==> config.mk <==
export PLATFORM = sky130hd
export DESIGN_NAME = button_conditioner
export DESIGN_NICKNAME = d
export VERILOG_FILES = /design/src/rtl/button_pkg.sv /design/src/rtl/button_channel.sv /design/src/rtl/button_conditioner.sv
export SDC_FILE = /design/constraint.sdc
export NUM_CORES = 1
export LEC_CHECK = 0
export ABC_AREA = 1
export ABC_CLOCK_PERIOD_IN_PS = 1780
export CORE_UTILIZATION = 60
export CTS_CLUSTER_SIZE = 40
export DETAILED_ROUTE_END_ITERATION = 8
export PLACE_DENSITY = 0.8
export SYNTH_ARGS = -nofsm -noshare
export SYNTH_HDL_FRONTEND = slang
export SYNTH_SLANG_ARGS = --single-unit
==> constraint.sdc <==
create_clock -name clock -period 1.78 [get_ports clock]
set_input_delay 0.356 -clock clock [delete_from_list [all_inputs] [get_ports clock]]
set_output_delay 0.356 -clock clock [all_outputs]
set_load 0.005 [all_outputs]
==> src/rtl/button_pkg.sv <==
// button_pkg: shared counter widths, repeat FSM encoding and default timing for the button conditioner
package button_pkg;
  localparam int DB_W = 8;
  localparam int RPT_W = 12;
  localparam int DEF_CLK_HZ = 100_000_000;
  localparam int DEF_DEBOUNCE_MS = 10;
  localparam int DEF_REPEAT_DELAY_MS = 500;
  localparam int DEF_REPEAT_RATE_MS = 100;
  typedef enum logic [1:0] {
    IDLE  = 2'd0,
    DELAY = 2'd1,
    RPT   = 2'd2
  } rpt_state_t;
endpackage

==> src/rtl/button_channel.sv <==
// button_channel: synchroniser, debounce, edge pulses and optional auto-repeat for one button
module button_channel
  import button_pkg::*;
#(
  parameter int DEBOUNCE_MS = DEF_DEBOUNCE_MS,
  parameter int REPEAT_DELAY_MS = DEF_REPEAT_DELAY_MS,
  parameter int REPEAT_RATE_MS = DEF_REPEAT_RATE_MS,
  parameter bit REPEAT_EN = 1'b0
) (
  input  logic clock,
  input  logic reset_n,
  input  logic btn_raw,
  input  logic tick,
  output logic btn_level,
  output logic btn_press,
  output logic btn_release,
  output logic btn_repeat
);
  logic r_meta, r_sync, r_level, r_press, r_release;
  logic [DB_W-1:0] r_db_cnt;
  logic w_accept, w_rise, w_fall;
  assign w_accept = (r_sync != r_level) && tick && (r_db_cnt == DB_W'(DEBOUNCE_MS - 1));
  assign w_rise = w_accept && r_sync;
  assign w_fall = w_accept && !r_sync;
  assign btn_level = r_level;
  assign btn_press = r_press;
  assign btn_release = r_release;
  always_ff @(posedge clock or negedge reset_n) begin
    if (!reset_n) begin
      r_meta <= 1'b0;
      r_sync <= 1'b0;
      r_level <= 1'b0;
      r_press <= 1'b0;
      r_release <= 1'b0;
      r_db_cnt <= '0;
    end else begin
      r_meta <= btn_raw;
      r_sync <= r_meta;
      r_press <= w_rise;
      r_release <= w_fall;
      if (r_sync == r_level) r_db_cnt <= '0;
      else if (w_accept) begin
        r_level <= r_sync;
        r_db_cnt <= '0;
      end else if (tick) r_db_cnt <= r_db_cnt + 1'b1;
    end
  end
  if (REPEAT_EN) begin : g_rpt
    rpt_state_t r_state;
    logic [RPT_W-1:0] r_rpt_cnt;
    logic r_repeat;
    logic [RPT_W-1:0] w_lim;
    assign w_lim = (r_state == DELAY) ? RPT_W'(REPEAT_DELAY_MS - 1) : RPT_W'(REPEAT_RATE_MS - 1);
    assign btn_repeat = r_repeat;
    // A release accepted on the same edge as a repeat tick suppresses that repeat
    always_ff @(posedge clock or negedge reset_n) begin
      if (!reset_n) begin
        r_state <= IDLE;
        r_rpt_cnt <= '0;
        r_repeat <= 1'b0;
      end else begin
        r_repeat <= 1'b0;
        if (w_fall || (r_state != IDLE && !r_level)) begin
          r_state <= IDLE;
          r_rpt_cnt <= '0;
        end else begin
          case (r_state)
            IDLE: if (w_rise) begin
              r_repeat <= 1'b1;
              r_rpt_cnt <= '0;
              r_state <= DELAY;
            end
            DELAY, RPT: if (tick) begin
              if (r_rpt_cnt == w_lim) begin
                r_repeat <= 1'b1;
                r_rpt_cnt <= '0;
                r_state <= RPT;
              end else r_rpt_cnt <= r_rpt_cnt + 1'b1;
            end
            default: r_state <= IDLE;
          endcase
        end
      end
    end
  end else begin : g_no_rpt
    assign btn_repeat = 1'b0;
  end
endmodule

==> src/rtl/button_conditioner.sv <==
// button_conditioner: shared 1 ms prescaler plus one conditioning channel per pushbutton
module button_conditioner
  import button_pkg::*;
#(
  parameter int CLK_HZ = DEF_CLK_HZ,
  parameter int N_BTN = 3,
  parameter int DEBOUNCE_MS = DEF_DEBOUNCE_MS,
  parameter int REPEAT_DELAY_MS = DEF_REPEAT_DELAY_MS,
  parameter int REPEAT_RATE_MS = DEF_REPEAT_RATE_MS,
  parameter logic [N_BTN-1:0] REPEAT_MASK = 3'b010
) (
  input  logic             clock,
  input  logic             reset_n,
  input  logic [N_BTN-1:0] btn_raw,
  output logic [N_BTN-1:0] btn_level,
  output logic [N_BTN-1:0] btn_press,
  output logic [N_BTN-1:0] btn_release,
  output logic [N_BTN-1:0] btn_repeat,
  output logic             tick_1ms
);
  localparam int TICK_CYC = CLK_HZ / 1000;
  localparam int PRE_W = $clog2(TICK_CYC);
  logic [PRE_W-1:0] r_pre;
  logic r_tick;
  assign tick_1ms = r_tick;
  // Tick is registered one count early so it is high exactly while r_pre == TICK_CYC-1
  always_ff @(posedge clock or negedge reset_n) begin
    if (!reset_n) begin
      r_pre <= '0;
      r_tick <= 1'b0;
    end else begin
      r_pre <= (r_pre == PRE_W'(TICK_CYC - 1)) ? '0 : r_pre + 1'b1;
      r_tick <= (r_pre == PRE_W'(TICK_CYC - 2));
    end
  end
  for (genvar i = 0; i < N_BTN; i++) begin : g_ch
    button_channel #(
      .DEBOUNCE_MS(DEBOUNCE_MS),
      .REPEAT_DELAY_MS(REPEAT_DELAY_MS),
      .REPEAT_RATE_MS(REPEAT_RATE_MS),
      .REPEAT_EN(REPEAT_MASK[i])
    ) u_ch (
      .clock(clock),
      .reset_n(reset_n),
      .btn_raw(btn_raw[i]),
      .tick(r_tick),
      .btn_level(btn_level[i]),
      .btn_press(btn_press[i]),
      .btn_release(btn_release[i]),
      .btn_repeat(btn_repeat[i])
    );
  end
endmodule

# Word-level counts from Yosys, hierarchy flattened
# Cells that the tools add are included.
# Widths: inputs -> output; s select.
[classes]
addsub = 5
eq_ne = 17
mux = 26
bitwise = 3
reduce_logical = 30
[op_table]
columns = ["op", "count"]
rows = [
  ["$mux 8", 9],
  ["$mux 12", 4],
  ["$eq 17x17->1 const B", 2],
  ["$add 8x1->8 const B", 3],
  ["$eq 8x4->1 const B", 3],
  ["$pmux 12 s2", 1],
  ["$add 17x1->17 const B", 1],
  ["$mux 17", 1],
  ["$logic_and 1x1->1", 13],
  ["$add 12x1->12 const B", 1],
  ["$eq 12x12->1", 1],
  ["$reduce_bool 3->1", 4],
  ["$mux 9", 1],
  ["$mux 2", 4],
  ["$ne 3x1->1 const B", 2],
  ["$reduce_and 2->1", 3],
  ["$reduce_and 3->1", 2],
  ["$logic_not 1->1", 4],
  ["$mux 1", 4],
  ["$pmux 2 s2", 1],
  ["$eq 1x1->1", 3],
  ["$ne 1x1->1", 3],
  ["$ne 3x2->1 const B", 1],
  ["$not 1->1", 3],
  ["7 further kinds", 7],
]
[totals]
register_bits = 72
input_bits = 5
out_inout_bits = 13
word_cells = 104

# Logic depth before layout (Yosys ltp)
[depth]
depth_word = 7
mapped_depth = 12

# Modules after synthesis
# Synthesis repeated with hierarchy kept, for this count alone.
[hier_totals]
cells_unflattened = 580
area_unflattened_um2 = 4309.1
[by_module_without_submodules]
columns = ["module", "n_inst", "cells_per_inst", "area_each_um2"]
rows = [
  ["button_channel (g_ch[1].u_ch)", 1, 267, 1864.3],
  ["button_channel (g_ch[0].u_ch ...)", 2, 86, 690.7],
  ["button_conditioner", 1, 141, 1063.5],
]

# Worst setup path after synthesis
# Ideal clock, no wire load.
[synth_timing]
kind = "register to register"
start = "register g_ch[1].u_ch.g_rpt.r_state[0]"
end = "register g_ch[1].u_ch.g_rpt.r_rpt_cnt[8]"
setup_time_ns = 0.118
arrival_time_ns = 1.425
required_time_ns = 1.662
slack_ns = 0.237
stages_incl_launch_ff = 9
path_buffers = 1
synth_period_minus_slack_ns = 1.543
path_cell_list = "dfrtp_1 inv_1 ha_1 or2_2 nand3_4 nand3_4 buf_6 nand2_1 o21ai_2"
[synth_via]
elab_chain_len = 7
[synth_lines]
columns = ["element", "line", "text"]
rows = [
  ["start: declaration", "button_channel.sv:49", "rpt_state_t r_state;"],
  ["start signal: assignment", "button_channel.sv:58", "r_state <= IDLE;"],
  ["start signal: assignment", "button_channel.sv:64", "r_state <= IDLE;"],
  ["start signal: assignment", "button_channel.sv:71", "r_state <= DELAY;"],
  ["$eq 2x1->1", "button_channel.sv:53, button_channel.sv:67", ""],
  ["$mux 9", "button_channel.sv:53", "assign w_lim = (r_state == DELAY) ? RPT_W'(REPEAT_DELAY_MS - 1) : RPT_W'(REPEAT_RATE_MS - 1);"],
  ["$eq 12x12->1", "button_channel.sv:74", "if (r_rpt_cnt == w_lim) begin"],
  ["$mux 12", "button_channel.sv:74", ""],
  ["$mux 12", "button_channel.sv:73", "DELAY, RPT: if (tick) begin"],
  ["$pmux 12 s2", "button_channel.sv:67", "case (r_state)"],
  ["$mux 12", "button_channel.sv:63", "if (w_fall || (r_state != IDLE && !r_level)) begin"],
  ["end signal: assignment", "button_channel.sv:78", "end else r_rpt_cnt <= r_rpt_cnt + 1'b1;"],
  ["end: declaration", "button_channel.sv:50", "logic [RPT_W-1:0] r_rpt_cnt;"],
]
# Several ways; a longest one is shown, not always the timed one. The select of a mux whose other input is x is not followed.
# A chain may end at the register's enable or synchronous reset.

# Worst setup path after layout
[layout_timing]
start = "register g_ch[1].u_ch.r_db_cnt[1]"
end = "register g_ch[1].u_ch.g_rpt.r_rpt_cnt[4]"
[layout_via]
elab_chain_len = 6
[layout_lines]
columns = ["element", "line", "text"]
rows = [
  ["start: declaration", "button_channel.sv:20", "logic [DB_W-1:0] r_db_cnt;"],
  ["start signal: assignment", "button_channel.sv:45", "end else if (tick) r_db_cnt <= r_db_cnt + 1'b1;"],
  ["$eq 8x4->1 (*)", "button_channel.sv:22", "assign w_accept = (r_sync != r_level) && tick && (r_db_cnt == DB_W'(DEBOUNCE_MS - 1));"],
  ["$logic_and 1x1->1 (*)", "button_channel.sv:22", ""],
  ["$logic_and 1x1->1", "button_channel.sv:24", "assign w_fall = w_accept && !r_sync;"],
  ["$logic_or 1x1->1", "button_channel.sv:63", ""],
  ["$ne 3x1->1 (no source line), or another cell as far along", "-", ""],
  ["$reduce_and 3->1 (no source line)", "-", ""],
]
# Mark *: on every way between the ends. The rest lies on a longest branch, timed or not.

==> results.md <==
* Area of the die at 7110 µm²
* H-tree levels at 3
* Post-synth cell types at 35
* Vias in the first global route at 3060
* Number of synthesized register bits at 72
* Commonest non-fill, non-tap cell in the layout: nand2_1
* Crit start category: flip-flop
* Crit path required time at 2.01 ns
* GRT overflow at 0
* Total power at 2950 µW
* Root buffer cell: clkbuf_8
* Area Overhead vs Synth at 10.3%
* TritonRoute pass-1 iters at 6
* CP top delay family: simple AND/OR/NAND/NOR gates
* Worst path buffer plus inverter count at 1
* Total of warnings raised by yosys at 0
* # nets final at 527
* DRC viols at 5
* Period Utilization, post-route at 95.8%
* Diode count at 0
* Critical-path top delay cell: dfrtp_1
* CTS buffer count at 9
* Core area at 6460 µm²
* First-pass GRT wire length at 13.2 mm
* Height of the chip at 84.4 µm
* Crit. End Element: flip-flop
* Min cycle time layout at 1.71 ns
* Max-Cap Viols at 0
* Mapped Avg Cell Area at 8.30 µm²
* Crit Path Max Fanout at 10
* GP Congestion at 0.907
* WS Path Type: reg -> reg
* Crit-path cells: inv_1, ha_1, nand3_2, nor2_4, nand2_1, nand2_2, nand3_4, nand2_2, o21ai_2
* Via count at 3127
* Final antenna-violating net count at 0
* Worst-skew pair later-pin latency at 0.34 ns
* Sum Neg Setup Slack at 0 ns
* Clk_skew at 0.0141 ns
* Highest clock rate at 0.586 GHz
* Leakage at 0.00203 µW
* Mapped cell area at 4070 µm²
* Clock transition at path regs at 0.08 ns
* Final wirelength at 7.46 mm
* CTS tree: yes
* Synth Instances at 490
* # port buffers at 15
* WP data arrival at 1.94 ns
* Max incr delay on CP at 0.41 ns
* Sequential-to-total area share from yosys stat at 44.3%
* Min-delay worst type: reg -> reg
* Fill count at 514
* Max Transition Viols Final at 0
* Hold slack final at 0.355 ns
* Antenna violations before repair at 0
* CP most frequent cell: nand2_2
* Largest net degree at the start of global routing at 30
* Violated checks: design-rule violations
* Share of layout cells above drive strength 1 at 14.0%
* Cell row count at 29
* Run status: finished, violations left
* Ports at 18
* Vias/cell at 5.29
* CTS max path bufs at 2
* Max VDD drop at 0.462 mV
* Final hold vios at 0
* Initial Util at 63.0%
* Final Util at 69.5%
* CTS sink count at 72
* HPWL after detailed placement at 5.48 mm
* Initial DRC Count at 173
* Global Route Usage Sum at 23.1%
* Count of final setup violators at 0
* Die width at 84.4 µm
* Commonest cells after routing, fill and taps aside: nand2_1 (104), dfrtp_1 (72), inv_1 (62), nor2_1 (55), nand3_1 (26)
* DR WL/cell at 12.6 µm
* Pwr dens at 656 nW/µm²
==> registers in the layout, summed over array words and instances, names as in the netlist <==
register and count:
g_ch.u_ch.r_db_cnt 24, g_ch.u_ch.r_sync 3, g_ch.u_ch.btn_release 3, g_ch.u_ch.g_rpt.r_state 2, g_ch.u_ch.btn_press 3, r_pre 17, tick_1ms 1, g_ch.u_ch.r_meta 3
g_ch.u_ch.btn_level 3, g_ch.u_ch.g_rpt.r_rpt_cnt 12, g_ch.u_ch.btn_repeat 1
==> where the power goes <==
part           switching [µW]  internal, µW  total, µW  leakage (µW)
logic                    48.5          20.5       69.1      0.000957
clock network             605           626       1230     0.0000923
registers                4.39          1640       1650      0.000978
total                     658          2290       2950       0.00203
==> per-stage QoR <==
stage	setup WS (ns)	instances	cell area [µm²]
finish	0.0740	591	4490
global route	-0.00359	591	4490
CTS	0.000177	590	4460
detailed placement	0.00457	573	4260
global placement	0.0859	573	4260
floorplan	0.237	491	4070
==> worst reg2reg max path, delay by kind of cell (launching register included) <==
family / cells / cell delay, ns
and+or+nand+nor: 6 / 0.89
adders and majority gates: 1 / 0.16
buffers and inverters: 1 / 0.08
AOI/OAI and AO/OA: 1 / 0.05
DFF: 1 / 0.41
==> cells by family (layout without fill, tap and decap cells) <==
group | after synthesis | after routing | synth area share, %
compound gates | 50 | 50 | 7.69
other cells | 1 | 2 | 0.0922
simple gates | 237 | 238 | 28.1
buf+inv | 88 | 110 | 9.62
xor+xnor | 29 | 29 | 6.24
flops | 72 | 72 | 44.3
fa+ha+maj | 13 | 13 | 4.00
==> worst paths after layout <==
| check | slack, ns | end | startpoint | cells after the start |
|---|---|---|---|---|
| max | 0.07 | g_ch[1].u_ch.g_rpt.r_rpt_cnt[4] | g_ch[1].u_ch.r_db_cnt[1] | 9 |
| min | 0.35 | g_ch[2].u_ch.r_sync | g_ch[2].u_ch.r_meta | 0 |
| max reg2reg | 0.07 | g_ch[1].u_ch.g_rpt.r_rpt_cnt[4] | g_ch[1].u_ch.r_db_cnt[1] | 9 |
| min reg2reg | 0.35 | g_ch[2].u_ch.r_sync | g_ch[2].u_ch.r_meta | 0 |
| max in group asynchronous | 0.79 | r_pre[14] | reset_n | 3 |
| min in group asynchronous | 0.48 | g_ch[1].u_ch.r_db_cnt[5] | reset_n | 2 |
==> Yosys cell counts <==
| master | n | area, µm² |
|---|---|---|
| nor4_2 | 1 | 12.5 |
| nand3_1 | 26 | 130 |
| buf_2 | 1 | 5.00 |
| conb_1 | 1 | 3.75 |
| nand3_4 | 3 | 52.6 |
| xor2_1 | 21 | 184 |
| buf_6 | 2 | 22.5 |
| buf_4 | 12 | 90.1 |
| nand4_1 | 8 | 50.1 |
| a21oi_1 | 8 | 40.0 |
| nor3_1 | 9 | 45.0 |
| xnor2_1 | 8 | 70.1 |
| inv_2 | 11 | 41.3 |
| a22oi_1 | 1 | 7.51 |
| nor4_1 | 4 | 25.0 |
| nor2_2 | 7 | 43.8 |
| o21ai_2 | 9 | 78.8 |
| ha_1 | 13 | 163 |
| o31ai_1 | 2 | 15.0 |
| dfrtp_1 | 72 | 1800 |
| nor2_8 | 1 | 20.0 |
| nor2_4 | 5 | 56.3 |
| o211ai_1 | 1 | 7.51 |
| o22ai_1 | 15 | 93.8 |
| or2_2 | 1 | 6.26 |
| nor3_2 | 1 | 10.0 |
| nand3b_1 | 1 | 7.51 |
| nand2_1 | 104 | 390 |
| o21ai_1 | 7 | 35.0 |
| o21ai_0 | 7 | 35.0 |
| nor2_1 | 55 | 206 |
| nand3_2 | 2 | 20.0 |
| nand2_2 | 7 | 43.8 |
| inv_1 | 62 | 233 |
| nand2_4 | 2 | 22.5 |
==> timing repair <==
| action | in CTS | in global routing |
|---|---|---|
| hold buffers | 1 | 0 |
| resized for setup | 0 | 3 |
| endpoints found under the setup margin | 0 | 12 |
| setup buffers | 0 | 0 |
| hold endpoints to repair | 15 | 0 |
==> layout make-up <==
type / count / area, µm² / area share (%)
Sequential cell: 72 / 1800 / 40.1
Multi-Input combinational cell: 332 / 1910 / 42.5
Timing Repair Buffer: 21 / 218 / 4.85
Inverter: 73 / 274 / 6.10
Clock buffer: 13 / 169 / 3.76
Clock inverter: 3 / 23.8 / 0.530
Tap cell: 77 / 96.3 / 2.15
==> metal layers <==
metal  global-route usage, %  up-vias  routed length, µm
met1                    29.9     1492               3580
met4                    9.24        0                 95
li1                        -     1584                  -
met3                    3.24        9                173
met5                       0        -                  0
met2                    39.5       42               3610
(Power assumes the default switching activity.)
